### src/rtl/apb_timer_pkg.sv
// Shared definitions for the APB timer: register word indices, CTRL bit positions
// and the bus access FSM state type.
package apb_timer_pkg;

  // Register word indices, i.e. addr[4:2]
  localparam logic [2:0] RegCtrl     = 3'd0;
  localparam logic [2:0] RegPrescale = 3'd1;
  localparam logic [2:0] RegLoad     = 3'd2;
  localparam logic [2:0] RegCount    = 3'd3;
  localparam logic [2:0] RegStatus   = 3'd4;

  localparam int unsigned CtrlEnBit         = 0;
  localparam int unsigned CtrlAutoReloadBit = 1;
  localparam int unsigned CtrlIrqEnBit      = 2;
  localparam int unsigned CtrlW             = 3;

  typedef enum logic [1:0] {
    StIdle,
    StWait,
    StDone
  } acc_state_e;

endpackage

### src/rtl/apb_timer_prescaler.sv
// Prescaler for the APB timer: counts 0..prescale while enabled and pulses tick on
// the cycle whose edge wraps the count back to 0.
module apb_timer_prescaler #(
  parameter int unsigned PRESCALE_W = 16
) (
  input  logic                  clk,
  input  logic                  nReset,
  input  logic                  en,
  input  logic                  clear,
  input  logic [PRESCALE_W-1:0] prescale,
  output logic                  tick
);

  localparam logic [PRESCALE_W-1:0] One = 1;

  logic [PRESCALE_W-1:0] cnt_q, cnt_d;
  logic                  wrap;

  always_comb begin
    // >= so a prescale value lowered below the running count still wraps promptly
    wrap  = (cnt_q >= prescale);
    tick  = en && wrap;
    cnt_d = cnt_q;
    if (clear) begin
      cnt_d = '0;
    end else if (en) begin
      cnt_d = wrap ? '0 : cnt_q + One;
    end
  end

  always_ff @(posedge clk or negedge nReset) begin
    if (!nReset) begin
      cnt_q <= '0;
    end else begin
      cnt_q <= cnt_d;
    end
  end

endmodule

### src/rtl/apb_timer.sv
// APB down-counting timer with prescaler, auto-reload, sticky expiry flag and level irq.
// Bus accesses complete after WAIT_STATES enable cycles with ready held low.
module apb_timer
  import apb_timer_pkg::*;
#(
  parameter int unsigned WAIT_STATES = 1,
  parameter int unsigned PRESCALE_W  = 16
) (
  input  logic        clk,
  input  logic        nReset,
  input  logic        sel,
  input  logic        enable,
  input  logic        write,
  input  logic [31:0] addr,
  input  logic [31:0] wData,
  output logic [31:0] rData,
  output logic        ready,
  output logic        slvErr,
  output logic        irq
);

  // The first enable cycle counts as a wait cycle, so WAIT spans WAIT_STATES-1 cycles.
  localparam logic [2:0] WaitLast = (WAIT_STATES > 1) ? 3'(WAIT_STATES - 1) : 3'd1;

  acc_state_e state_q, state_d;
  logic [2:0] wait_cnt_q, wait_cnt_d;

  logic [CtrlW-1:0]      ctrl_q, ctrl_d;
  logic [PRESCALE_W-1:0] presc_q, presc_d;
  logic [31:0]           load_q, load_d;
  logic [31:0]           count_q, count_d;
  logic                  expired_q, expired_d;

  logic        complete;
  logic [2:0]  reg_idx;
  logic        acc_err;
  logic        wr_ok;
  logic        wr_ctrl, wr_presc, wr_load, wr_status;
  logic        expire;
  logic        presc_clear;
  logic        tick;
  logic [31:0] rd_mux;
  logic        unused_addr;

  assign reg_idx     = addr[4:2];
  assign unused_addr = ^{addr[31:5], addr[1:0]};

  // Access FSM: state register
  always_ff @(posedge clk or negedge nReset) begin
    if (!nReset) begin
      state_q    <= StIdle;
      wait_cnt_q <= 3'd0;
    end else begin
      state_q    <= state_d;
      wait_cnt_q <= wait_cnt_d;
    end
  end

  // Access FSM: next state
  always_comb begin
    state_d    = state_q;
    wait_cnt_d = wait_cnt_q;
    unique case (state_q)
      StIdle: begin
        if (sel && enable) begin
          if (WAIT_STATES <= 1) begin
            state_d = StDone;
          end else begin
            state_d    = StWait;
            wait_cnt_d = 3'd1;
          end
        end
      end
      StWait: begin
        if (!sel) begin
          state_d = StIdle;
        end else if (wait_cnt_q == WaitLast) begin
          state_d = StDone;
        end else begin
          wait_cnt_d = wait_cnt_q + 3'd1;
        end
      end
      StDone:  state_d = StIdle;
      default: state_d = StIdle;
    endcase
  end

  // Access FSM: outputs. With no wait states the first enable cycle completes and
  // DONE is only a turnaround cycle.
  always_comb begin
    if (WAIT_STATES == 0) begin
      complete = (state_q == StIdle) && sel && enable;
    end else begin
      complete = (state_q == StDone) && sel;
    end
    complete = complete && nReset;

    acc_err = (reg_idx > RegStatus) || (write && (reg_idx == RegCount));
    ready   = complete;
    slvErr  = complete && acc_err;
    rData   = (complete && !write) ? rd_mux : 32'd0;
  end

  always_comb begin
    case (reg_idx)
      RegCtrl:     rd_mux = {{(32 - CtrlW){1'b0}}, ctrl_q};
      RegPrescale: rd_mux = 32'(presc_q);
      RegLoad:     rd_mux = load_q;
      RegCount:    rd_mux = count_q;
      RegStatus:   rd_mux = {31'd0, expired_q};
      default:     rd_mux = 32'd0;
    endcase
  end

  assign wr_ok     = complete && write && !acc_err;
  assign wr_ctrl   = wr_ok && (reg_idx == RegCtrl);
  assign wr_presc  = wr_ok && (reg_idx == RegPrescale);
  assign wr_load   = wr_ok && (reg_idx == RegLoad);
  assign wr_status = wr_ok && (reg_idx == RegStatus);

  assign presc_clear = wr_load || (wr_ctrl && !ctrl_q[CtrlEnBit] && wData[CtrlEnBit]);

  apb_timer_prescaler #(
    .PRESCALE_W(PRESCALE_W)
  ) u_prescaler (
    .clk     (clk),
    .nReset  (nReset),
    .en      (ctrl_q[CtrlEnBit]),
    .clear   (presc_clear),
    .prescale(presc_q),
    .tick    (tick)
  );

  // Register next state. Bus writes are applied after timer events so they take priority.
  always_comb begin
    ctrl_d    = ctrl_q;
    presc_d   = presc_q;
    load_d    = load_q;
    count_d   = count_q;
    expired_d = expired_q;
    expire    = 1'b0;

    if (wr_load) begin
      load_d  = wData;
      count_d = wData;
    end else if (tick) begin
      if (count_q != 32'd0) begin
        count_d = count_q - 32'd1;
      end else begin
        expire = 1'b1;
        if (ctrl_q[CtrlAutoReloadBit]) begin
          count_d = load_q;
        end else begin
          ctrl_d[CtrlEnBit] = 1'b0;
        end
      end
    end

    if (wr_ctrl) begin
      ctrl_d = wData[CtrlW-1:0];
    end
    if (wr_presc) begin
      presc_d = wData[PRESCALE_W-1:0];
    end
    if (wr_status && wData[0]) begin
      expired_d = 1'b0;
    end
    // A new expiry beats a simultaneous clear
    if (expire) begin
      expired_d = 1'b1;
    end
  end

  always_ff @(posedge clk or negedge nReset) begin
    if (!nReset) begin
      ctrl_q    <= '0;
      presc_q   <= '0;
      load_q    <= '0;
      count_q   <= '0;
      expired_q <= 1'b0;
    end else begin
      ctrl_q    <= ctrl_d;
      presc_q   <= presc_d;
      load_q    <= load_d;
      count_q   <= count_d;
      expired_q <= expired_d;
    end
  end

  assign irq = expired_q && ctrl_q[CtrlIrqEnBit];

endmodule

### config.mk
export PLATFORM = sky130hd
export DESIGN_NAME = apb_timer
export DESIGN_NICKNAME = d
export VERILOG_FILES = /design/src/rtl/apb_timer_pkg.sv /design/src/rtl/apb_timer_prescaler.sv /design/src/rtl/apb_timer.sv
export SDC_FILE = /design/constraint.sdc
export NUM_CORES = 1
export LEC_CHECK = 0
export ABC_AREA = 1
export CAP_MARGIN = 20
export CORE_UTILIZATION = 50
export CTS_BUF_LIST = sky130_fd_sc_hd__clkbuf_4 sky130_fd_sc_hd__clkbuf_8 sky130_fd_sc_hd__clkbuf_16
export DETAILED_ROUTE_END_ITERATION = 6
export PLACE_DENSITY_LB_ADDON = 0.05
export SETUP_SLACK_MARGIN = 0.3
export SLEW_MARGIN = 20
export SYNTH_ARGS = -nofsm -noshare
export SYNTH_HDL_FRONTEND = slang
export SYNTH_SLANG_ARGS = --single-unit
### constraint.sdc
create_clock -name clk -period 1.8 [get_ports clk]
set_clock_uncertainty 0.15 [all_clocks]
set_input_delay 0.36 -clock clk [delete_from_list [all_inputs] [get_ports clk]]
set_output_delay 0.36 -clock clk [all_outputs]
set_load 0.01 [all_outputs]
==> flow_summary.ini, run 1 <==
[run_status]
status = finished with violations
violations = design-rule violations, negative hold slack, negative setup slack

[global_route]
antenna_found_initial = 1
grt_pass1_wl_um = 40900
grt_max_degree = 62
grt_pass1_vias = 8021
grt_use_total_pct = 37.6
gr-total-overflow = 0

[route]
vias = 9487
routed_wl_um = 36100
drtIter0Drc = 1299
first_pass_iters = 7
wl_per_cell_um = 24.2
drc = 2
vias_per_cell = 6.35
ant_nets = 0

[logic_synthesis]
ys_async_sr_fraction_pct = 100
synthesis.area_mm2 = 0.00682
syn_avg_cell_area_um2 = 6.92
synth_ff_type = dfrtp_1
ys_warn_count = 0
yosysSeqAreaShare_pct = 37.1
ys_ff_latch = 101
synth_cell_types = 40
synth_edf_count = 0
netlist_instances = 985
synth_nets = 1073

[final_layout]
drive_above_1_share_pct = 48.4
nNetsFinal = 1401
final_cells = 1493
syn_to_final_growth_pct = 77.0
nFillCells = 525
diodes = 0
final_util_pct = 90.8

[placement]
finalWeightedCongestion = 1.01
dp.cells = 1392
post-dp-hpwl_um = 16400
numPortBuffers = 74

[floorplan]
die-area_mm2 = 0.0141
chipWidth_um = 119
rows = 42
core_area_mm2 = 0.0133
start_util_pct = 51.3
die_h_um = 119
io_pins = 104

[power_and_ir_drop]
p_leak_nw = 6.44
max-vdd-ir-drop_uv = 1020
power_density_mw_per_mm2 = 618
power_mw = 7.46

[cts]
clk_pin_slew_ns = 0.08
cts_tree = done
clk_latency_ns = 0.38
cts.sinks = 101
clockBufferDepth = 2
htree_num_levels = 3
cts_inserted_buffers = 9
clock-root-buffer = clkbuf_16
hold_buffers = 1

[critical_path]
crit_buf_inv = 3
reg2reg_from = presc_q[7]$_DFFE_PN0P_
crit_family = simple AND/OR/NAND/NOR gates
path_cells = inv_1 > ha_1 > nand2_1 > nor2_1 > nor2_1 > nand2_1 > nand2_2 > nand3_4 > nand3_4 > nand2_8 > buf_6 > buf_16 > nand2_4 > nand3_2
startpoint = presc_q[7]$_DFFE_PN0P_
critPathLaunchType = flop
required_ns = 1.86
slowest_stage = dfrtp_1
r2r_setup_slack_ns = -0.96
endpoint_kind = flop
slowest_delay_ns = 0.40
r2r_end = count_q[7]$_DFFE_PN0P_
worstSetupEndpoint = count_q[7]$_DFFE_PN0P_
crit_type = flop to flop
path_depth = 14
path_max_fanout = 8
worstRegToRegCells = 14
arrival_ns = 2.82

[sta]
drv_slew = 0
setup-violations-final = 131
tightest_slew_ns = 0.609
rsz0062_at_grt = true
fin_crit_sh_pct = 153
fmax_mhz = 363
worst_slack_ns = -0.957
period_minus_slack_ns = 2.76
fin_hold_ws_ns = -0.116
finalHoldViolCount = 33
slew_headroom_pct = 59.4

[job]
maxCapViolations = 0

[hold_path]
min_path_type = input port to asynchronous set/reset pin
[how the worst min path moves through the flow]
stage                      startpoint                     end  slack [ns]  depth (start not counted)
6_report                       nReset  count_q[0]$_DFFE_PN0P_       -0.12                          2
5_1_grt                        nReset  count_q[0]$_DFFE_PN0P_       -0.08                          2
4_1_cts                        nReset  count_q[0]$_DFFE_PN0P_       -0.03                          2
3_5_place_dp   state_q[1]$_DFFE_PN0P_  state_q[1]$_DFFE_PN0P_        0.29                          1
3_3_place_gp   state_q[1]$_DFFE_PN0P_  state_q[1]$_DFFE_PN0P_        0.28                          1
2_1_floorplan                  nReset  count_q[0]$_DFFE_PN0P_       -0.09                          0
[where the power goes]
group	internal [mW]	total, mW	leakage, nW	switching [mW]
sequential	2.42	2.57	1.27	0.150
combinational	1.17	2.76	5.03	1.59
clock	1.12	2.13	0.145	1.01
[area by class of cell]
cell class	count	area, um2	share of cell area, %
tap	176	220	1.82
clock inverter	5	60.1	0.498
inverter	109	459	3.81
multi-input combinational	738	4920	40.8
clock buffer	10	239	1.98
sequential	101	2530	21.0
timing repair buffer	354	3640	30.1
[stage by stage]
| stage | TNS [ns] | setup WS (ns) | area (um2) |
|---|---|---|---|
| 2_1_floorplan | -3.81 | -0.108 | 7280 |
| 3_3_place_gp | -118.41 | -1.05 | 9470 |
| 3_5_place_dp | -120.36 | -1.11 | 9470 |
| 4_1_cts | -26.44 | -0.397 | 10900 |
| 5_1_grt | -66.56 | -0.969 | 12100 |
| 6_report | -61.73 | -0.957 | 12100 |
[Yosys cell counts (3+ instances only)]
| library cell | instances | share of area [%] |
|---|---|---|
| o21ai_1 | 5 | 0.37 |
| inv_2 | 5 | 0.28 |
| o221ai_1 | 6 | 0.77 |
| a22oi_1 | 17 | 1.9 |
| nand3_1 | 78 | 5.7 |
| nand2_2 | 15 | 1.4 |
| o21ai_0 | 54 | 4.0 |
| nand2_1 | 310 | 17 |
| buf_6 | 5 | 0.83 |
| inv_1 | 104 | 5.7 |
| a21oi_1 | 16 | 1.2 |
| nor2_1 | 122 | 6.7 |
| o21ai_2 | 12 | 1.5 |
| buf_2 | 17 | 1.2 |
| nor2_2 | 10 | 0.92 |
| nor2_4 | 6 | 0.99 |
| dfrtp_1 | 101 | 37 |
| o22ai_1 | 7 | 0.64 |
| clkbuf_1 | 10 | 0.55 |
| ha_1 | 19 | 3.5 |
| a221oi_1 | 3 | 0.39 |
| nor3_1 | 9 | 0.66 |
| nand4_1 | 10 | 0.92 |
| xor2_1 | 20 | 2.6 |
| buf_4 | 3 | 0.33 |
[state kept, by name, indices dropped and copies added (netlist names)]
register,flops
expired_q,1
ctrl_q,3
u_prescaler.cnt_q,16
load_q,32
presc_q,16
count_q,32
state_q,1
[cell usage in the layout (no fill, tap or decap), types with 7 or more instances in the layout]
master,synthesis,routed
a21oi_2,0,9
a22oi_2,0,14
buf_12,0,23
buf_16,0,10
buf_2,17,12
buf_4,3,186
buf_6,5,72
buf_8,0,10
clkbuf_16,0,14
clkdlybuf4s50_1,0,33
dfrtp_1,101,100
ha_1,19,12
ha_4,0,7
inv_1,104,78
inv_2,5,24
nand2_1,310,215
nand2_2,15,64
nand2_4,1,45
nand3_1,78,56
nand3_2,1,20
nand4_1,10,10
nor2_1,122,89
nor2_2,10,21
nor2_4,6,28
nor3_1,9,7
o21ai_0,54,17
o21ai_1,5,15
o21ai_2,12,37
xor2_1,20,20
[logic make-up (layout without fill, tap and decap cells)]
logic type	Yosys count	in the layout	share of synthesized area, %
xor+xnor	22	22	2.83
flops	101	101	37.1
fa+ha+maj	19	19	3.49
compound gates	128	128	11.6
buf+inv	146	478	9.07
simple gates	568	568	35.8
mux	1	1	0.165
[what timing repair did]
item	CTS	global route
pin swaps	35	32
endpoints found under the setup margin	196	142
resized for setup	297	232
endpoints found under the hold margin	7	33
gates cloned	11	7
buffers inserted	31	36
[layer usage]
layer  vias to the layer above  wire (um)  GRT usage [%]
met5                         -          9              0
met4                         2       3660           18.5
met3                       386       4380           5.65
met2                       894      16500           66.1
met1                      4396      11600           44.6
li1                       3809          -              -
No activity file was read; power rests on OpenSTA's default activity.
==> inputs of run 2 (changes only) <==
--- a/config.mk
+++ b/config.mk
@@ -7,11 +7,12 @@
 export LEC_CHECK = 0
 export ABC_AREA = 1
 export CAP_MARGIN = 20
+export CORE_ASPECT_RATIO = 1.75
 export CORE_UTILIZATION = 50
 export CTS_BUF_LIST = sky130_fd_sc_hd__clkbuf_4 sky130_fd_sc_hd__clkbuf_8 sky130_fd_sc_hd__clkbuf_16
 export DETAILED_ROUTE_END_ITERATION = 6
 export PLACE_DENSITY_LB_ADDON = 0.05
-export SETUP_SLACK_MARGIN = 0.3
+export SETUP_SLACK_MARGIN = 0.15
 export SLEW_MARGIN = 20
 export SYNTH_ARGS = -nofsm -noshare
 export SYNTH_HDL_FRONTEND = slang
==> run 2 against run 1 <==
  * The run ends with negative hold slack, negative setup slack left
  * Wire length shrank 4.1%
  * Die area rose by 0.13%
  * Clock-buffer cell count unchanged
  * First-iteration DRC count down 37%
  * Sequential share of layout area about the same
  * Cell area decreased by 0.21%
  * Clock power up 2%
  * Maximum frequency is 10% higher
  * Combinational power about the same
  * Hold slack gained 0.061 ns
  * Via count decreased by 3.6%
  * Largest cell class unchanged
==> flow_summary.ini, run 2 (synthesis gave the netlist of run 1 again) <==
[sta]
setup-violations-final = 132
fin_crit_sh_pct = 139
fin_hold_ws_ns = -0.0553
slew_headroom_pct = 53.4
worst_slack_ns = -0.697
rsz0062_at_grt = true
period_minus_slack_ns = 2.50
fmax_mhz = 401
tightest_slew_ns = 0.700
finalHoldViolCount = 34
drv_slew = 0

[cts]
clk_latency_ns = 0.37
htree_num_levels = 3
cts_inserted_buffers = 9
cts.sinks = 101
clk_pin_slew_ns = 0.08
clock-root-buffer = clkbuf_16
cts_tree = done
clockBufferDepth = 2

[power_and_ir_drop]
p_sw_mw = 2.74
power_frac_seq_pct = 34.2
p_int_mw = 4.75
p_leak_nw = 6.36
combPwrFrac_pct = 36.7
clkPwrFrac_pct = 29.1
max-vdd-ir-drop_uv = 641
power_density_mw_per_mm2 = 621
switching_share_pct = 36.6

[final_layout]
top_regs = count_q: 32 flops, load_q: 32 flops
multi_input_area_mm2 = 0.00505
drive_above_1_share_pct = 49.8
nFillCells = 594
final_cells = 1494
mostFrequentLayoutCells = 203 x buf_4, 202 x nand2_1, 100 x dfrtp_1
nNetsFinal = 1402
syn_to_final_growth_pct = 76.7
seqCellArea_mm2 = 0.00253
final_common_cell = buf_4

[global_route]
grt_max_degree = 68
grt_pass1_wl_um = 38200
antenna_found_initial = 1
grt_pass1_vias = 7823
grt_use_total_pct = 35.0
gr-total-overflow = 0

[hold_path]
min_path_type = input port to asynchronous set/reset pin

[critical_path]
critPathLaunchType = flop
crit_type = flop to flop
slowest_delay_ns = 0.46
path_max_fanout = 7
worst_path_most_repeated_cell = nand2_2
required_ns = 1.90
worstRegToRegCells = 11
endpoint_kind = flop
crit_family = simple AND/OR/NAND/NOR gates
path_depth = 11
arrival_ns = 2.60
path_cells = inv_2 > nand2_1 > nor3_4 > nand2_2 > nor3_4 > nand2_2 > nand3_4 > nand2_8 > clkbuf_16 > nand2_2 > nand3_2
crit_buf_inv = 2
slowest_stage = dfrtp_2

[placement]
numPortBuffers = 74
post-dp-hpwl_um = 17200
pre_cts_ws_ns = -1.20
dp.cells = 1403
finalWeightedCongestion = 0.984

[route]
ant_nets = 0
drc = 0
first_pass_iters = 5
wl_per_cell_um = 23.2
drtIter0Drc = 818
vias_per_cell = 6.12
routed_wl_um = 34600
vias = 9141

[run_status]
violations = negative hold slack, negative setup slack
status = finished with violations

[floorplan]
rows = 56
io_pins = 104
die-area_mm2 = 0.0141
start_util_pct = 50.9
core_area_mm2 = 0.0134
die_h_um = 156
chipWidth_um = 90.3

[job]
maxCapViolations = 0
## run 2: changes by cell type in the layout (fill, tap and decap cells not counted), moves of 6 or more
| cell | previous run | this run |
|---|---|---|
| ha_1 | 12 | 6 |
| nand2_4 | 45 | 54 |
| clkbuf_16 | 14 | 20 |
| buf_12 | 23 | 17 |
| nor2_1 | 89 | 80 |
| buf_6 | 72 | 65 |
| buf_4 | 186 | 203 |
| nand2_1 | 215 | 202 |
| buf_16 | 10 | 2 |
## run 2: area by class of cell
cell class / instances / area share, %
clock inverters: 6 / 0.644
flip-flops and latches: 101 / 21.0
clock buffers: 10 / 1.98
well taps: 174 / 1.81
inverters: 109 / 3.77
diodes: 1 / 0.0208
repair buffers: 354 / 28.9
multi-input cells: 739 / 41.9
## run 2: path summary, 6_finish.rpt
kind                                           end                   start  slack [ns]
min in group clk            state_q[1]$_DFFE_PN0P_                     sel        0.22
max                        count_q[12]$_DFFE_PN0P_  count_q[2]$_DFFE_PN0P_       -0.70
max reg2reg                count_q[12]$_DFFE_PN0P_  count_q[2]$_DFFE_PN0P_       -0.70
max in group asynchronous  count_q[10]$_DFFE_PN0P_                  nReset        0.48
min                         load_q[20]$_DFFE_PN0P_                  nReset       -0.06
min reg2reg                 load_q[22]$_DFFE_PN0P_  load_q[22]$_DFFE_PN0P_        0.38
## run 2: routing by layer
metal	GRT usage (%)	part of all wire [%]
met1	36.0	31
met4	21.8	11
met3	4.23	8.9
met2	66.5	49
met5	0	0
## run 2: worst reg2reg max path, cell delays in order, from the launching register on
cell       delay (ns)
dfrtp_2          0.46
inv_2            0.10
nand2_1          0.17
nor3_4           0.20
nand2_2          0.11
nor3_4           0.42
nand2_2          0.14
nand3_4          0.18
nand2_8          0.13
clkbuf_16        0.19
nand2_2          0.07
nand3_2          0.07
## run 2: what timing repair did
item,CTS,global route
setup buffers,23,33
gates resized for setup,245,347
hold endpoints to repair,34,22
cloned,4,14
pin swaps,16,48
setup endpoints to repair,135,200
## run 2: power groups by stage
| stage | Clock [mW] | Combinational, mW | Sequential (mW) |
|---|---|---|---|
| 2_1_floorplan | 0 | 1.02 | 2.55 |
| 3_3_place_gp | 0 | 2.00 | 2.56 |
| 3_5_place_dp | 0 | 2.02 | 2.57 |
| 4_1_cts | 2.14 | 2.13 | 2.53 |
| 5_1_grt | 2.23 | 2.89 | 2.57 |
| 6_report | 2.18 | 2.74 | 2.56 |
## run 2: per-stage QoR
| stage | power, mW | setup TNS (ns) | cell area, um2 | utilization (%) |
|---|---|---|---|---|
| 3_3_place_gp | 4.56 | -121.55 | 9470 | 70.7 |
| 2_1_floorplan | 3.58 | -3.15 | 7130 | - |
| 5_1_grt | 7.69 | -54.69 | 12000 | 90.0 |
| 4_1_cts | 6.80 | -20.80 | 10300 | 76.8 |
| 3_5_place_dp | 4.59 | -126.37 | 9470 | 70.7 |
| 6_report | 7.48 | -51.08 | 12000 | 90.0 |
==> inputs of run 3 (changes only) <==
--- a/config.mk
+++ b/config.mk
@@ -5,12 +5,12 @@
 export SDC_FILE = /design/constraint.sdc
 export NUM_CORES = 1
 export LEC_CHECK = 0
-export ABC_AREA = 1
 export CAP_MARGIN = 20
 export CORE_ASPECT_RATIO = 1.75
-export CORE_UTILIZATION = 50
+export CORE_UTILIZATION = 53
 export CTS_BUF_LIST = sky130_fd_sc_hd__clkbuf_4 sky130_fd_sc_hd__clkbuf_8 sky130_fd_sc_hd__clkbuf_16
 export DETAILED_ROUTE_END_ITERATION = 6
+export GPL_ROUTABILITY_DRIVEN = 1
 export PLACE_DENSITY_LB_ADDON = 0.05
 export SETUP_SLACK_MARGIN = 0.15
 export SLEW_MARGIN = 20
==> constraint.sdc (replaced) <==
create_clock -name clk -period 2.95 [get_ports clk]
set_clock_uncertainty 0.15 [all_clocks]
set_input_delay 0.59 -clock clk [delete_from_list [all_inputs] [get_ports clk]]
set_output_delay 0.59 -clock clk [all_outputs]
set_load 0.01 [all_outputs]
==> run 3 against run 2 <==
  * The flow finishes with violations (design-rule violations, negative setup slack)
  * Sequential cell count unchanged
  * Final cell count is 31% lower
  * Register-to-register slack improved by 0.66 ns
  * Cell area fell by 27%
  * Sequential share of layout area is 7.9 points higher
  * Clock-buffer cell count fell by 1
  * Total power down 48%
  * Setup slack better by 0.66 ns
  * Sequential power shrank 36%
  * First-iteration DRC count decreased by 55%
  * Critical path depth down 4
==> flow_summary.ini, run 3 <==
[cts]
cts_tree = done
clk_pin_slew_ns = 0.07
cts_inserted_buffers = 9
cts.sinks = 101
clockBufferDepth = 2
htree_num_levels = 3
clk_latency_ns = 0.36
clock-root-buffer = clkbuf_16

[sta]
fin_crit_sh_pct = 101
slew_headroom_pct = 50.5
period_minus_slack_ns = 2.99
worst_slack_ns = -0.0415
rsz0062_at_grt = true
fin_hold_ws_ns = 0.0799
finalHoldViolCount = 0
drv_slew = 0
fmax_mhz = 334
tightest_slew_ns = 0.743
setup-violations-final = 16

[route]
drtIter0Drc = 371
drc = 12
first_pass_iters = 7
vias_per_cell = 6.36
routed_wl_um = 21200
vias = 6575
ant_nets = 0
wl_per_cell_um = 20.5

[logic_synthesis]
ys_async_sr_fraction_pct = 100
yosys-top-cells-count = 111 x nand2_1, 101 x dfrtp_1, 73 x nor2_1
yosysMostFrequentCell = nand2_1
synth_ff_type = dfrtp_1
synthTopCellsByArea = dfrtp_1 40%, nand2_1 6.5%, nor2_1 4.3%, ha_1 3.7%, a22oi_1 3.7%
synth_edf_count = 0
ys_warn_count = 0
ys_ff_latch = 101
yosysSeqAreaShare_pct = 39.7
synth_top_area_cell = dfrtp_1
yosysTopAreaCellShare_pct = 39.7
synth_nets = 816
synth_cell_types = 69
syn_avg_cell_area_um2 = 8.74
netlist_instances = 728
synthesis.area_mm2 = 0.00636

[critical_path]
crit_type = flop to flop
path_max_fanout = 16
endpoint_kind = flop
critPathLaunchType = flop
required_ns = 3.04
arrival_ns = 3.08

[global_route]
use_met2_pct = 65.0
grt_pass1_vias = 6962
grt_use_total_pct = 35.3
busiest_layer = met2
antenna_found_initial = 0
grt_pass1_wl_um = 34200
gr-total-overflow = 0
grt.met1_usage_pct = 36.6
grtUsageMet3_pct = 6.01
grt_max_degree = 78

[floorplan]
io_pins = 104
rows = 52
die-area_mm2 = 0.0125
chipWidth_um = 84.8
core_area_mm2 = 0.0116
start_util_pct = 54.6
die_h_um = 147

[final_layout]
nFillCells = 859
top_regs = count_q: 32 flops, load_q: 32 flops
diodes = 0
mostFrequentLayoutCells = 111 x nand2_1, 104 x buf_4, 101 x dfrtp_1
final_util_pct = 75.2
stdcell_area_mm2 = 0.00876
nNetsFinal = 982
seqCellArea_mm2 = 0.00253
final_common_cell = nand2_1
drive_above_1_share_pct = 26.9
multi_input_area_mm2 = 0.00379
syn_to_final_growth_pct = 37.6

[power_and_ir_drop]
p_leak_nw = 4.12
power_mw = 3.88
power_density_mw_per_mm2 = 443
max-vdd-ir-drop_uv = 374

[run_status]
status = finished with violations
violations = design-rule violations, negative setup slack

[placement]
pre_cts_ws_ns = -0.253
post-dp-hpwl_um = 14800
finalWeightedCongestion = 0.901
numPortBuffers = 74
placed_area_mm2 = 0.00802

[job]
maxCapViolations = 0

[hold_path]
min_path_type = input port to asynchronous set/reset pin
## run 3: changes by cell type in the layout (fill, tap and decap cells not counted), moves of 34 or more
| cell | before | now |
|---|---|---|
| buf_4 | 203 | 104 |
| nand2_1 | 202 | 111 |
| nand2_2 | 68 | 0 |
| inv_1 | 80 | 25 |
| nand2_4 | 54 | 0 |
| buf_6 | 65 | 12 |
| o21ai_2 | 36 | 2 |
## run 3: final timing paths
| path | cells after the start | slack (ns) | start | endpoint |
|---|---|---|---|---|
| worst min-delay path | 2 | 0.08 | nReset | state_q[1]$_DFFE_PN0P_ |
| max in group asynchronous | 3 | 1.53 | nReset | load_q[16]$_DFFE_PN0P_ |
| worst max-delay path | 7 | -0.04 | count_q[21]$_DFFE_PN0P_ | count_q[10]$_DFFE_PN0P_ |
| worst min register to register | 1 | 0.30 | state_q[1]$_DFFE_PN0P_ | state_q[1]$_DFFE_PN0P_ |
| worst max register to register | 7 | -0.04 | count_q[21]$_DFFE_PN0P_ | count_q[10]$_DFFE_PN0P_ |
| min in group clk | 1 | 0.30 | state_q[1]$_DFFE_PN0P_ | state_q[1]$_DFFE_PN0P_ |
## run 3: per-stage QoR
stage / TNS, ns / instances
after CTS: -0.174 / 1030
final: -0.351 / 1034
after global routing: -1.38 / 1034
after floorplan: -2.23 / 728
after global placement: -7.44 / 996
after detailed placement: -9.29 / 996
## run 3: critical path: stages (launching register included)
cell     delay, ns
dfrtp_1       0.39
or4_4         0.56
or4_4         0.45
or4_4         0.57
buf_12        0.18
mux2_4        0.31
a31oi_4       0.19
a21oi_2       0.06
## run 3: cell type report
cell class | instances | area share, %
clock buffers | 9 | 2.57
inverters | 25 | 1.07
flip-flops and latches | 101 | 28.9
repair buffers | 205 | 21.6
well taps | 135 | 1.93
multi-input cells | 552 | 43.3
clock inverters | 7 | 0.714
## run 3: kinds of logic (layout without fill, tap and decap cells)
kind of cell | count (synthesis) | in the layout | synth area share [%]
and+or+nand+nor | 302 | 302 | 22.5
AOI/OAI and AO/OA | 180 | 180 | 20.7
DFF | 101 | 101 | 39.7
buffers and inverters | 75 | 246 | 5.17
xor gates and xnor gates | 28 | 28 | 3.85
muxes | 23 | 23 | 4.40
adders and majority gates | 19 | 19 | 3.74
## run 3: metal layers
layer  part of all wire, %  vias to the layer above
met3                   4.3                       86
met5                     0                        -
met1                    36                     3268
li1                      -                     2984
met4                   5.7                        0
met2                    54                      237
## run 3: report_power, final
group / switching (mW) / leakage (nW) / internal [mW]
Clock: 0.599 / 0.145 / 0.595
Sequential: 0.125 / 1.29 / 1.52
Combinational: 0.520 / 2.68 / 0.517
Total: 1.24 / 4.12 / 2.64
## run 3: what timing repair did
action / 4_1_cts / 5_1_grt
cloned: 5 / 0
endpoints found under the setup margin: 81 / 68
pin swaps: 19 / 5
resized for setup: 94 / 52
hold buffers: 0 / 0
buffers inserted: 13 / 4
